### src/rtl/uart_bus_loader.sv
// Serial-driven bus initiator: decodes W/R/G/H commands from the UART receive stream, issues
// single word writes/reads on the memory bus and answers on the UART transmit path.
module uart_bus_loader #(
    parameter int unsigned TIMEOUT_CYCLES = 4800000,
    parameter int unsigned TO_WIDTH       = 23
) (
    input  logic        clk,
    input  logic        reset,
    input  logic        rx_valid,
    input  logic [7:0]  rx_data,
    output logic        tx_valid,
    output logic [7:0]  tx_data,
    input  logic        tx_ready,
    output logic [31:0] mem_addr,
    output logic [31:0] mem_wdata,
    output logic [3:0]  mem_wmask,
    output logic        mem_rstrb,
    input  logic [31:0] mem_rdata,
    input  logic        mem_rbusy,
    input  logic        mem_wbusy,
    output logic        cpu_hold,
    output logic        busy
);

    localparam logic [7:0] Ack = 8'h06;
    localparam logic [7:0] Nak = 8'h15;

    typedef enum logic [3:0] {
        StIdle, StAddr, StLen, StWdata, StWstore, StRreq, StRwait, StRsend, StResp
    } state_e;

    state_e               state_q, state_d;
    logic [31:0]          addr_q, addr_d;
    logic [15:0]          len_q, len_d;
    logic [31:0]          word_q, word_d;
    logic [1:0]           cnt_q, cnt_d;
    logic [7:0]           resp_q, resp_d;
    logic                 hold_q, hold_d;
    logic                 wr_q, wr_d;
    logic [TO_WIDTH-1:0]  to_q, to_d;
    logic                 to_hit;
    logic                 rx_state;

    always_ff @(posedge clk) begin
        if (reset) begin
            state_q <= StIdle;
            addr_q  <= '0;
            len_q   <= '0;
            word_q  <= '0;
            cnt_q   <= '0;
            resp_q  <= '0;
            hold_q  <= 1'b1;
            wr_q    <= 1'b0;
            to_q    <= '0;
        end else begin
            state_q <= state_d;
            addr_q  <= addr_d;
            len_q   <= len_d;
            word_q  <= word_d;
            cnt_q   <= cnt_d;
            resp_q  <= resp_d;
            hold_q  <= hold_d;
            wr_q    <= wr_d;
            to_q    <= to_d;
        end
    end

    // Inter-byte silence counter; only meaningful while a command is still being received.
    assign rx_state = (state_q == StAddr) || (state_q == StLen) || (state_q == StWdata);
    assign to_hit   = (to_q == TO_WIDTH'(TIMEOUT_CYCLES - 1));

    always_comb begin
        to_d = '0;
        if (rx_state && !rx_valid && !to_hit) begin
            to_d = to_q + 1'b1;
        end
    end

    always_comb begin
        state_d = state_q;
        addr_d  = addr_q;
        len_d   = len_q;
        word_d  = word_q;
        cnt_d   = cnt_q;
        resp_d  = resp_q;
        hold_d  = hold_q;
        wr_d    = wr_q;

        case (state_q)
            StIdle: begin
                if (rx_valid) begin
                    cnt_d   = '0;
                    resp_d  = Ack;
                    state_d = StResp;
                    case (rx_data)
                        8'h57, 8'h52: begin
                            if (hold_q) begin
                                wr_d    = (rx_data == 8'h57);
                                state_d = StAddr;
                            end else begin
                                resp_d = Nak;
                            end
                        end
                        8'h47:   hold_d = 1'b0;
                        8'h48:   hold_d = 1'b1;
                        default: resp_d = Nak;
                    endcase
                end
            end
            StAddr: begin
                if (rx_valid) begin
                    addr_d = {rx_data, addr_q[31:8]};
                    cnt_d  = cnt_q + 1'b1;
                    if (cnt_q == 2'd3) begin
                        state_d = StLen;
                    end
                end else if (to_hit) begin
                    state_d = StIdle;
                end
            end
            StLen: begin
                if (rx_valid) begin
                    len_d = {rx_data, len_q[15:8]};
                    cnt_d = cnt_q + 1'b1;
                    if (cnt_q == 2'd1) begin
                        cnt_d = '0;
                        if (len_d == 16'd0) begin
                            resp_d  = Ack;
                            state_d = StResp;
                        end else begin
                            state_d = wr_q ? StWdata : StRreq;
                        end
                    end
                end else if (to_hit) begin
                    state_d = StIdle;
                end
            end
            StWdata: begin
                if (rx_valid) begin
                    word_d = {rx_data, word_q[31:8]};
                    cnt_d  = cnt_q + 1'b1;
                    if (cnt_q == 2'd3) begin
                        state_d = StWstore;
                    end
                end else if (to_hit) begin
                    state_d = StIdle;
                end
            end
            StWstore: begin
                if (!mem_wbusy) begin
                    addr_d  = addr_q + 32'd4;
                    len_d   = len_q - 16'd1;
                    state_d = StWdata;
                    if (len_q == 16'd1) begin
                        resp_d  = Ack;
                        state_d = StResp;
                    end
                end
            end
            StRreq: state_d = StRwait;
            StRwait: begin
                if (!mem_rbusy) begin
                    word_d  = mem_rdata;
                    cnt_d   = '0;
                    state_d = StRsend;
                end
            end
            StRsend: begin
                if (tx_ready) begin
                    cnt_d = cnt_q + 1'b1;
                    if (cnt_q == 2'd3) begin
                        addr_d  = addr_q + 32'd4;
                        len_d   = len_q - 16'd1;
                        state_d = StRreq;
                        if (len_q == 16'd1) begin
                            resp_d  = Ack;
                            state_d = StResp;
                        end
                    end
                end
            end
            StResp: begin
                if (tx_ready) begin
                    state_d = StIdle;
                end
            end
            default: state_d = StIdle;
        endcase
    end

    // Low address bits are carried through increments but never reach the bus.
    always_comb begin
        tx_valid  = 1'b0;
        tx_data   = 8'h00;
        mem_wmask = 4'b0000;
        mem_rstrb = 1'b0;
        mem_addr  = {addr_q[31:2], 2'b00};
        mem_wdata = word_q;
        cpu_hold  = hold_q;
        busy      = (state_q != StIdle);
        case (state_q)
            StWstore: mem_wmask = mem_wbusy ? 4'b0000 : 4'b1111;
            StRreq:   mem_rstrb = 1'b1;
            StRsend: begin
                tx_valid = 1'b1;
                tx_data  = word_q[{cnt_q, 3'b000} +: 8];
            end
            StResp: begin
                tx_valid = 1'b1;
                tx_data  = resp_q;
            end
            default: ;
        endcase
    end

endmodule
### config.mk
export PLATFORM = sky130hd
export DESIGN_NAME = uart_bus_loader
export DESIGN_NICKNAME = d
export VERILOG_FILES = /design/src/rtl/uart_bus_loader.sv
export SDC_FILE = /design/constraint.sdc
export NUM_CORES = 1
export LEC_CHECK = 0
export BUFFER_PORTS_ARGS = -buffer_cell sky130_fd_sc_hd__buf_2
export CORE_MARGIN = 2
export CORE_UTILIZATION = 35
export DETAILED_ROUTE_END_ITERATION = 12
export HOLD_SLACK_MARGIN = 0.12
export PLACE_DENSITY = 0.56
export SLEW_MARGIN = 20
export SYNTH_ARGS = -nofsm -noshare
export SYNTH_HDL_FRONTEND = slang
export SYNTH_SLANG_ARGS = --single-unit
### constraint.sdc
create_clock -name clk -period 3.2 [get_ports clk]
set_input_delay 0.64 -clock clk [delete_from_list [all_inputs] [get_ports clk]]
set_output_delay 0.64 -clock clk [all_outputs]
set_load 0.03 [all_outputs]
## Yosys cells after proc, flatten, opt, wreduce, memory -nomap -nowiden

Index checks and enable logic that the tools add are counted.

| storage, ports and cells | value |
|---|---|
| word-level logic and storage cells | 131 |
| memories | 0 |
| output and inout port bits | 80 |
| memory bits (read-only) | 0 |
| input bits | 46 |
| RAM bits | 0 |
| bits in registers | 119 |
| bits in latches | 0 |

| cells by class | value |
|---|---|
| muxes and demuxes | 57 |
| div/mod/pow operators | 0 |
| bitwise logic cells | 1 |
| shift operators | 1 |
| equality and inequality tests | 31 |
| multipliers | 0 |
| $add $sub $neg | 4 |
| reductions and logical operators | 28 |
| magnitude comparators | 0 |

Operator list:

| kind | number |
|---|---|
| $mux W32 | 6 |
| $pmux W32 S3 | 1 |
| $mux W4 | 20 |
| $mux W16 | 4 |
| $mux W8 | 8 |
| $pmux W32 S2 | 1 |
| $pmux W16 S3 | 1 |
| $pmux W4 S9 | 1 |
| $add A32 B3 Y32 const B | 1 |
| $eq A8 B7 Y1 const B | 4 |
| $pmux W8 S4 | 1 |
| $shiftx A32 B6 Y8 | 1 |
| $add A23 B1 Y23 const B | 1 |
| $eq A23 B23 Y1 const B | 1 |
| $ne A2 B2 Y1 const B | 9 |
| $eq A16 B1 Y1 const B | 1 |
| $eq A4 B3 Y1 const B | 4 |
| $logic_not A16 Y1 | 1 |
| $pmux W8 S2 | 1 |
| $sub A16 B1 Y16 const B | 1 |
| $mux W2 | 6 |
| $pmux W2 S5 | 1 |
| $pmux W5 S2 | 1 |
| $reduce_and A5 Y1 | 2 |
| other kinds (27) | 44 |

## Longest topological paths before layout

Gate-level depths: netlist of the first run.

| logic depth | value |
|---|---|
| depth in word-level cells | 7 |
| mapped depth | 9 |
| depth with buffers taken out | 7 |

## Worst setup path after synthesis of the first run

Ideal clock, no wire load.

| timing | value |
|---|---|
| kind | register to output |
| from | reg state_q[2] |
| to | out mem_wmask[1] |
| data arrival time | 2.019 ns |
| path buffers | 3 |
| required time | 2.560 ns |
| path slack | 0.541 ns |
| cell stages (with the launch flop) | 6 |
| cells stage by stage | dfxtp_1 -> nand2b_1 -> clkbuf_1 -> clkbuf_1 -> nor3_1 -> buf_4 |

| on the way | value |
|---|---|
| longest elaborated chain between the ends | 2 |

RTL lines:

| element | line | text |
|---|---|---|
| start: declaration | 32 | `state_e state_q, state_d;` |
| start signal: assignment | 46 | `state_q <= StIdle;` |
| start signal: assignment | 56 | `state_q <= state_d;` |
| $eq A4 B3 Y1 | 201 | `case (state_q)` |
| $mux W4 | 201 |  |
| end: declaration | 16 | `output logic [3:0] mem_wmask,` |

Every way passes these cells.

## Worst setup path after layout of the first run

Ends and elaborated chain as after synthesis.

==> results of run 1 <==
report_power, final:
part / switching, uW / internal [uW]
clock: 604 / 558
sequential: 296 / 1560
combinational: 1470 / 823
total: 2370 / 2940
layer usage:
layer / global-route usage [%] / vias to the layer above
met4: 4.01 / 0
met1: 25.8 / 3152
met2: 30.7 / 158
met3: 4.54 / 17
li1: - / 3241
met5: 0 / -
metrics by stage:
step	worst slack (ns)	total power (uW)
final	0.293	5310
after floorplan	0.541	3510
after CTS	0.285	5340
after detailed placement	0.650	4160
after global routing	0.0895	5640
after global placement	0.697	4160
layout make-up:
type | instances | area share, %
timing repair buffer | 141 | 10.3
clock buffer | 9 | 2.88
tap | 234 | 3.75
inverter | 22 | 1.06
multi-input combinational | 626 | 52.4
sequential | 112 | 28.7
clock inverter | 7 | 0.913
state kept, by name (all words and copies together) (netlist names):
name and count:
len_q 16, cpu_hold 1, state_q 4, addr_q 30, resp_q 3, cnt_q 2
wr_q 1, to_q 23, mem_wdata 32
layout by cell type (no fill, tap or decap), types with 5 or more instances in the layout:
cell type  Yosys  layout
a21oi_1       50      50
nand2_1       65      64
nand3_1       35      35
dfxtp_1      112     112
nor2b_1        9       9
and3_1         6       6
nor4_1        11      11
and4_1         7       7
nor3_1        26      26
nor2_1       100      99
and2_1         8       8
mux4_2         8       8
o21ai_0       39      39
a31oi_1        5       5
ha_1           7       7
a211oi_1      49      49
xnor2_1        8       8
mux2i_1       36      36
o31ai_1        6       6
clkbuf_16      0       9
nand4_1       18      18
buf_2         20     123
xor2_1        15      15
o22ai_1        9       9
inv_1         22      22
or3_1          6       6
buf_4          8      14
a32o_1         5       5
a21o_1         5       5
a22o_1         7       7
cell families after synthesis:
logic type,count (synthesis),share of synthesized area [%]
other cells,1,0.0558
simple gates,328,25.4
xor+xnor,24,3.24
flops,112,33.4
buf+inv,86,5.85
fa+ha+maj,7,1.30
compound gates,219,22.4
mux,46,8.38
worst max-delay path by stage:
stage,start,to
floorplan,state_q[2],mem_wmask[1]
global placement,cnt_q[0],addr_q[19]
detailed placement,cnt_q[0],addr_q[19]
CTS,state_q[2],mem_wmask[1]
global route,state_q[2],mem_wmask[2]
finish,state_q[2],mem_wmask[1]
synth_stat cells, types with 9 or more instances:
cell	number
nand2_1	65
a211oi_1	49
nor2b_1	9
inv_1	22
buf_2	20
nand4_1	18
xor2_1	15
nor2_1	100
o21ai_0	39
mux2i_1	36
nor3_1	26
o22ai_1	9
clkbuf_1	25
dfxtp_1	112
nor4_1	11
nand3_1	35
buf_1	9
a21oi_1	50
==> out/metrics.cfg, run 1 <==
[sta]
post-route-min-period_ns = 2.91
tightest_slew_ns = 0.872
final_hold_viol_count = 0
slew_headroom_pct = 41.4
fmax_mhz = 344
rsz0062_at_grt = no
fin_skew_ns = 0.00739
maxSlewViolCount = 0
setup_violations = 0
final.setup.tns_ns = 0
fin_crit_sh_pct = 90.9
whs_ns = 0.468

[worst_hold_path]
holdPathStages = 1
hp-class = reg2reg
whs_endpoint = to_q[0]
min_from = to_q[0]

[synth]
yosysTopAreaCellShare_pct = 33.4
yosys_warnings = 0
yosysSeqAreaShare_pct = 33.4
syn_inst = 823
ys_top_cells_by_area = dfxtp_1 33%, nor2_1 5.6%, a211oi_1 5.5%
synth_area_per_cell_um2 = 8.16
synth-main-ff-cell = dfxtp_1
synth_edf_count = 0
synth_cell_types = 81
ys_ff_latch = 112
async_flop_share_pct = 0
synth_area_um2 = 6720
post-synth-top-area-cell = dfxtp_1

[clock_network]
htree_levels = 3
cts_resized = 0
clk_latency_ns = 0.36
cts_hold_buf = 0
cts_setup_buffers = 0
root_buffer = clkbuf_16
numCtsBuffers = 9
cts_tree = yes
path_clk_slew_ns = 0.08
cts_num_sinks = 112
clockBufferDepth = 2

[route]
highest_layer = met4
wl_met1_um = 9230
drcViolationCount = 0
met3_length_um = 1050
wl_met2_um = 9040
vias = 6568
ant_nets = 0
wl_um = 19600
dr.pass1.iters = 5
wire_per_inst_um = 17.0
vias_per_cell = 5.71
drt_iter0_markers = 307

[global_routing]
grt_pass1_wl_um = 31100
grt_usage_pct = 19.0
antenna_found_initial = 0
grt_pass1_vias = 5938
grt_max_degree = 88
overflow = 0

[floorplanning]
core_um2 = 18800
die_area_um2 = 20300
fp-row-count = 50
io_pins = 126
fp.dieH_um = 143
fp.dieW_um = 143
start_util_pct = 35.8

[pwr]
pwr_density_cell_nw_per_um2 = 680
leakagePower_uw = 0.00272
ir_drop_mv = 0.310

[place]
dp.cells = 1135
numPortBuffers = 123
gp_congestion = 0.834
hpwl_um = 13500
placed_area_um2 = 7510

[critical_path]
crit_family = simple AND/OR/NAND/NOR gates
crit_slowest_cell = dfxtp_1
path_buf_inv = 1
critPathRequiredTime_ns = 2.56
worstPathArrival_ns = 2.27
r2r_end = addr_q[19]
worst-r2r-setup-slack_ns = 0.66
r2r-start = cnt_q[0]
cp_max_fo = 19
cp.depth = 3
timing_worst_setup_path_type = reg2out
crit_chain = nand2b_1 -> nor3_1 -> buf_2
r2r_cells = 7
cp_slowest_stage_delay_ns = 0.71
endpoint_kind = output pin
start_kind = flop

[layout]
fin_area_um2 = 7810
fill_cells = 1961
multi_input_area_um2 = 4100
seqCellArea_um2 = 2240
layout-drive-gt1-share_pct = 20.7
area_delta_synth_final_pct = 16.3
final_nets = 965
post-route-util_pct = 41.6
antenna-diode-count = 0
finalNonFillerCells = 1151

[run_status]
status = finished, final reports clean

[run]
drv_cap = 0

(Power assumes the default switching activity.)
==> run 2: changes to the inputs <==
--- a/config.mk
+++ b/config.mk
@@ -5,12 +5,13 @@
 export SDC_FILE = /design/constraint.sdc
 export NUM_CORES = 1
 export LEC_CHECK = 0
+export ABC_AREA = 1
 export BUFFER_PORTS_ARGS = -buffer_cell sky130_fd_sc_hd__buf_2
 export CORE_MARGIN = 2
 export CORE_UTILIZATION = 35
 export DETAILED_ROUTE_END_ITERATION = 12
 export HOLD_SLACK_MARGIN = 0.12
-export PLACE_DENSITY = 0.56
+export PLACE_DENSITY = 0.55
 export SLEW_MARGIN = 20
 export SYNTH_ARGS = -nofsm -noshare
 export SYNTH_HDL_FRONTEND = slang
==> run 2 against run 1 <==
Against the previous run: clock power up 7%; synthesized cell count up 39%; register-to-register slack better by 0.32 ns; non-clock buffer count down 6.
==> out/metrics.cfg, run 2 <==
[run_status]
status = finished, final reports clean

[route]
drt_iter0_markers = 495
vias = 7675
wire_per_inst_um = 14.6
drcViolationCount = 0
ant_nets = 0
vias_per_cell = 5.10
wl_um = 22000
dr.pass1.iters = 5

[critical_path]
cp_slowest_stage_delay_ns = 0.46
r2r_cells = 10
crit_family = flip-flops
cp_max_fo = 11
critPathRequiredTime_ns = 2.56
endpoint_kind = output pin
path_buf_inv = 2
r2r-start = state_q[1]
crit_chain = nand2_2 -> inv_2 -> nand2_1 -> a221o_1 -> o21ai_0 -> buf_2
crit_slowest_cell = dfxtp_1
timing_worst_setup_path_type = reg2out
worstPathArrival_ns = 1.96
critPathLaunch = state_q[1]
start_kind = flop
cp.depth = 6

[layout]
layout_common_cells = 318 x nand2_1, 161 x nor2_1, 123 x buf_2
layout-drive-gt1-share_pct = 13.8
post-route-util_pct = 41.5
fill_cells = 2120
area_delta_synth_final_pct = 16.1
antenna-diode-count = 0
final_common_cell = nand2_1
largest_register_ffs = 32
final_nets = 1289

[pwr]
pwr_density_cell_nw_per_um2 = 357
p_comb_share_pct = 7.9
leakagePower_uw = 0.00328
netSwitchingFraction_pct = 25.0
p_int_uw = 2160
clkPwrFrac_pct = 43.0
switchingPower_uw = 720
ir_drop_mv = 0.231
power_frac_seq_pct = 49.1

[sta]
final.setup.tns_ns = 0
tightest_slew_ns = 0.836
final_hold_viol_count = 0
rsz0062_at_grt = no
fmax_mhz = 385
slew_headroom_pct = 44.1
setup_violations = 0
post-route-min-period_ns = 2.60
fin_skew_ns = 0.0117
maxSlewViolCount = 0
fin_crit_sh_pct = 81.2

[worst_hold_path]
holdPathStages = 2
hp-class = reg2reg
min_from = resp_q[0]

[global_routing]
grt_max_degree = 47
grt_pass1_vias = 6996
grt_usage_pct = 20.7
overflow = 0
grt_pass1_wl_um = 36300
antenna_found_initial = 0

[synth]
yosysTopAreaCellShare_pct = 32.2
synth_area_um2 = 6960
synth_area_per_cell_um2 = 6.08
synth_cell_types = 40
synth-main-ff-cell = dfxtp_1
ys_ff_latch = 112
synth_commonest_cells = 318 x nand2_1, 161 x nor2_1, 112 x dfxtp_1, 96 x o21ai_0, 87 x a21oi_1
async_flop_share_pct = 0
yosys_warnings = 0
yosysSeqAreaShare_pct = 32.2
syn_inst = 1144
synth_edf_count = 0
post-synth-top-area-cell = dfxtp_1
synth.most_common_cell = nand2_1
ys_top_cells_by_area = dfxtp_1 32%, nand2_1 17%, nor2_1 8.7%

[clock_network]
clk_latency_ns = 0.36
path_clk_slew_ns = 0.08
cts_resized = 0
cts_tree = yes
root_buffer = clkbuf_16
numCtsBuffers = 9
cts_hold_buf = 0
clockBufferDepth = 2
cts_setup_buffers = 0
cts_num_sinks = 112
htree_levels = 3

[place]
hpwl_um = 15900
numPortBuffers = 123
gp_congestion = 0.887

[floorplanning]
start_util_pct = 35.7
core_um2 = 19500
fp.dieW_um = 145
fp.dieH_um = 145
fp-row-count = 51
die_area_um2 = 21000
io_pins = 126

[run]
drv_cap = 0

==> run 2: cell count changes after synthesis, moves of 27 or more <==
cell	before	now
a21oi_1	50	87
nand2_1	65	318
a31oi_1	5	32
nor2_1	100	161
mux2i_1	36	0
inv_1	22	81
a211oi_1	49	1
nand3_1	35	62
o21ai_0	39	96
==> run 2: final cells by class <==
cell class | instances | area [um2] | share of cell area [%]
multi-input cells | 886 | 4120 | 51.0
flip-flops and latches | 112 | 2240 | 27.8
repair buffers | 135 | 718 | 8.90
inverters | 92 | 345 | 4.28
well taps | 265 | 332 | 4.11
clock buffers | 9 | 225 | 2.79
clock inverters | 7 | 95.1 | 1.18
==> run 2: through the flow <==
| stage | hold slack [ns] | instance area [um2] | worst slack, ns | instances | total power, uW |
|---|---|---|---|---|---|
| after detailed placement | 0.468 | 7750 | 0.994 | 1490 | 1670 |
| after global placement | 0.465 | 7750 | 0.991 | 1490 | 1670 |
| final | 0.485 | 8070 | 0.600 | 1506 | 2880 |
| after global routing | 0.521 | 8070 | 0.459 | 1506 | 3000 |
| after CTS | 0.487 | 8070 | 0.614 | 1506 | 2920 |
| after floorplan | 0.441 | 6960 | 0.918 | 1145 | 1590 |
==> run 2: routing by layer <==
layer	wire (um)	share of wire (%)	global-route usage, %	up-vias
li1	-	-	-	3947
met2	9950	45	33.5	209
met3	955	4.3	3.08	30
met5	0	0	0	-
met1	10600	48	28.6	3489
met4	477	2.2	6.24	0
==> run 2: power by group through the flow <==
stage               logic, uW  registers, uW  clock network (uW)
global placement          225           1450                   0
floorplan                 143           1440                   0
global route              251           1420                1340
detailed placement        225           1450                   0
CTS                       226           1410                1280
finish                    227           1410                1240
==> run 2: final timing paths <==
path                end  slack (ns)
max          tx_data[4]        0.60
min           resp_q[0]        0.49
max reg2reg  addr_q[16]        0.98
min reg2reg   resp_q[0]        0.49
==> run 2: logic make-up (layout without fill, tap and decap cells) <==
kind of cell	after synthesis	count (layout)	share of synthesized area, %
and+or+nand+nor	618	618	37.1
AOI/OAI and AO/OA	243	243	18.7
buffers and inverters	147	243	8.65
DFF	112	112	32.2
xor gates and xnor gates	16	16	2.01
adders and majority gates	7	7	1.26
other	1	2	0.0539
==> run 2: worst register-to-register path, cell delays in order, from the launching register on <==
cell and delay [ns]:
dfxtp_1 0.46, nand2_2 0.11, inv_2 0.08, nand2_1 0.26, nand2_2 0.24, inv_2 0.05
nand2_1 0.07, nand2_2 0.12, inv_2 0.42, nand3_1 0.21, a21oi_1 0.15
==> run 3: changes to the inputs <==
--- a/config.mk
+++ b/config.mk
@@ -5,13 +5,13 @@
 export SDC_FILE = /design/constraint.sdc
 export NUM_CORES = 1
 export LEC_CHECK = 0
-export ABC_AREA = 1
+export ABC_AREA = 0
 export BUFFER_PORTS_ARGS = -buffer_cell sky130_fd_sc_hd__buf_2
 export CORE_MARGIN = 2
 export CORE_UTILIZATION = 35
 export DETAILED_ROUTE_END_ITERATION = 12
 export HOLD_SLACK_MARGIN = 0.12
-export PLACE_DENSITY = 0.55
+export PLACE_DENSITY = 0.56
 export SLEW_MARGIN = 20
 export SYNTH_ARGS = -nofsm -noshare
 export SYNTH_HDL_FRONTEND = slang
==> constraint.sdc (replaced) <==
create_clock -name clk -period 2.7 [get_ports clk]
set_input_delay 0.54 -clock clk [delete_from_list [all_inputs] [get_ports clk]]
set_output_delay 0.54 -clock clk [all_outputs]
set_load 0.03 [all_outputs]
==> run 3 against run 2 <==
Against the previous run: clock power increased by 13%; power increased by 120%; flip-flop and latch count did not move; critical path depth fell by 3; count of clock-buffer cells in the layout did not move; non-clock buffer count up 24; setup slack got worse by 0.57 ns; first-iteration DRC count is 17% lower; sequential share of layout area is 0.36 points higher; core utilization grew 1.0 points; worst hold slack worse by 0.020 ns; final cell count down 22%; critical path type unchanged; largest cell class unchanged; largest power group is now combinational cells.
==> out/metrics.cfg, run 3 (synthesis results as in run 1) <==
[route]
drt_iter0_markers = 410
vias_per_cell = 5.57
wl_um = 19800
ant_nets = 0
dr.pass1.iters = 5
drcViolationCount = 0
vias = 6515
wire_per_inst_um = 16.9

[layout]
finalNonFillerCells = 1170
layout-drive-gt1-share_pct = 22.4
final_common_cell = buf_2
area_delta_synth_final_pct = 18.7
largest_register_ffs = 32
final_nets = 983
layout_common_cells = 123 x buf_2, 111 x dfxtp_1, 99 x nor2_1

[floorplanning]
core_um2 = 18800
fp.dieW_um = 143
die_area_um2 = 20300
io_pins = 126
fp-row-count = 50
fp.dieH_um = 143
start_util_pct = 35.8

[place]
dp.cells = 1153
numPortBuffers = 123
gp_congestion = 0.847
hpwl_um = 13800
place_ws_ns = 0.327

[sta]
maxSlewViolCount = 0
slew_headroom_pct = 38.6
final.setup.tns_ns = 0
tightest_slew_ns = 0.917
fmax_mhz = 375
fin_crit_sh_pct = 98.7
fin_ws_ns = 0.0354
post-route-min-period_ns = 2.66
setup_violations = 0
fin_skew_ns = 0.0139
final_hold_viol_count = 0
rsz0062_at_grt = no

[clock_network]
numCtsBuffers = 9
cts_hold_buf = 0
root_buffer = clkbuf_16
cts_num_sinks = 112
clockBufferDepth = 2
cts_tree = yes
clk_latency_ns = 0.37
htree_levels = 3
path_clk_slew_ns = 0.08

[global_routing]
grt_max_degree = 73
antenna_found_initial = 0
grt_pass1_wl_um = 32200
grt_usage_pct = 19.6
grt_pass1_vias = 5936
overflow = 0

[critical_path]
path_buf_inv = 1
endpoint_kind = output pin
critPathRequiredTime_ns = 2.16
cp_slowest_stage_delay_ns = 0.77
timing_worst_setup_path_type = reg2out
crit_family = simple AND/OR/NAND/NOR gates
crit_slowest_cell = or4b_2
cp_max_fo = 15
crit_chain = or4b_2 -> o21ai_0 -> buf_2
start_kind = flop
worstPathArrival_ns = 2.12

[pwr]
leakagePower_uw = 0.00281
pwr_density_cell_nw_per_um2 = 803
ir_drop_mv = 0.440

[run]
drv_cap = 0

[worst_hold_path]
hp-class = reg2reg

[run_status]
status = finished, final reports clean

run 3: changes by cell type in the layout (fill, tap and decap cells not counted), moves of 27 or more:
cell / before / now
nand3_1: 62 / 35
a21oi_1: 87 / 50
nor2_1: 161 / 99
o21ai_0: 96 / 39
nand2_1: 318 / 64
a31oi_1: 32 / 5
mux2i_1: 0 / 36
inv_1: 81 / 22
a211oi_1: 1 / 49
run 3: repair_timing:
item | in CTS | in global routing
setup endpoints to repair | 0 | 1
endpoints found under the hold margin | 0 | 0
gates resized for setup | 0 | 1
buffers inserted | 0 | 0
run 3: area by class of cell:
type                            count  area (um2)
Tap cell                          234         293
Sequential cell                   112        2240
Timing Repair Buffer              159         948
Multi-Input combinational cell    626        4100
Fill cell                        1937       10800
Clock buffer                        9         225
Inverter                           22        82.6
Clock inverter                      7        83.8
Antenna cell                        1        2.50
run 3: worst paths after layout:
path              startpoint    endpoint  slack, ns  depth (start not counted)
setup / recovery  state_q[1]  tx_data[2]       0.04                          3
hold / removal     resp_q[2]   resp_q[2]       0.47                          2
setup reg to reg  state_q[1]    len_q[4]       0.33                          6
hold reg to reg    resp_q[2]   resp_q[2]       0.47                          2
run 3: worst reg2reg max path, cell delays in order, from the launching register on:
cell and delay (ns):
dfxtp_1 0.64, buf_4 0.24, inv_1 0.14, a32oi_1 0.29, o22a_1 0.64, o21ai_0 0.19
a21oi_1 0.17
run 3: per-layer routing:
metal	GRT usage [%]	vias to the layer above	part of all wire [%]
met5	0	-	0
met4	4.01	0	1.1
met3	4.71	12	5.4
met2	30.7	162	46
met1	27.4	3065	48
li1	-	3276	-
run 3: per-stage QoR:
step	area [um2]	utilization (%)	hold slack, ns	total power [uW]
final	7970	42.5	0.465	6400
after global routing	7970	42.5	0.495	6820
after CTS	7970	42.5	0.470	6440
after detailed placement	7660	40.8	0.456	5020
after global placement	7660	40.8	0.446	5030
after floorplan	6720	-	0.427	4160
run 3: power breakdown:
| group | internal, uW | switching, uW |
|---|---|---|
| sequential | 1850 | 299 |
| combinational | 1050 | 1810 |
| clock | 669 | 730 |
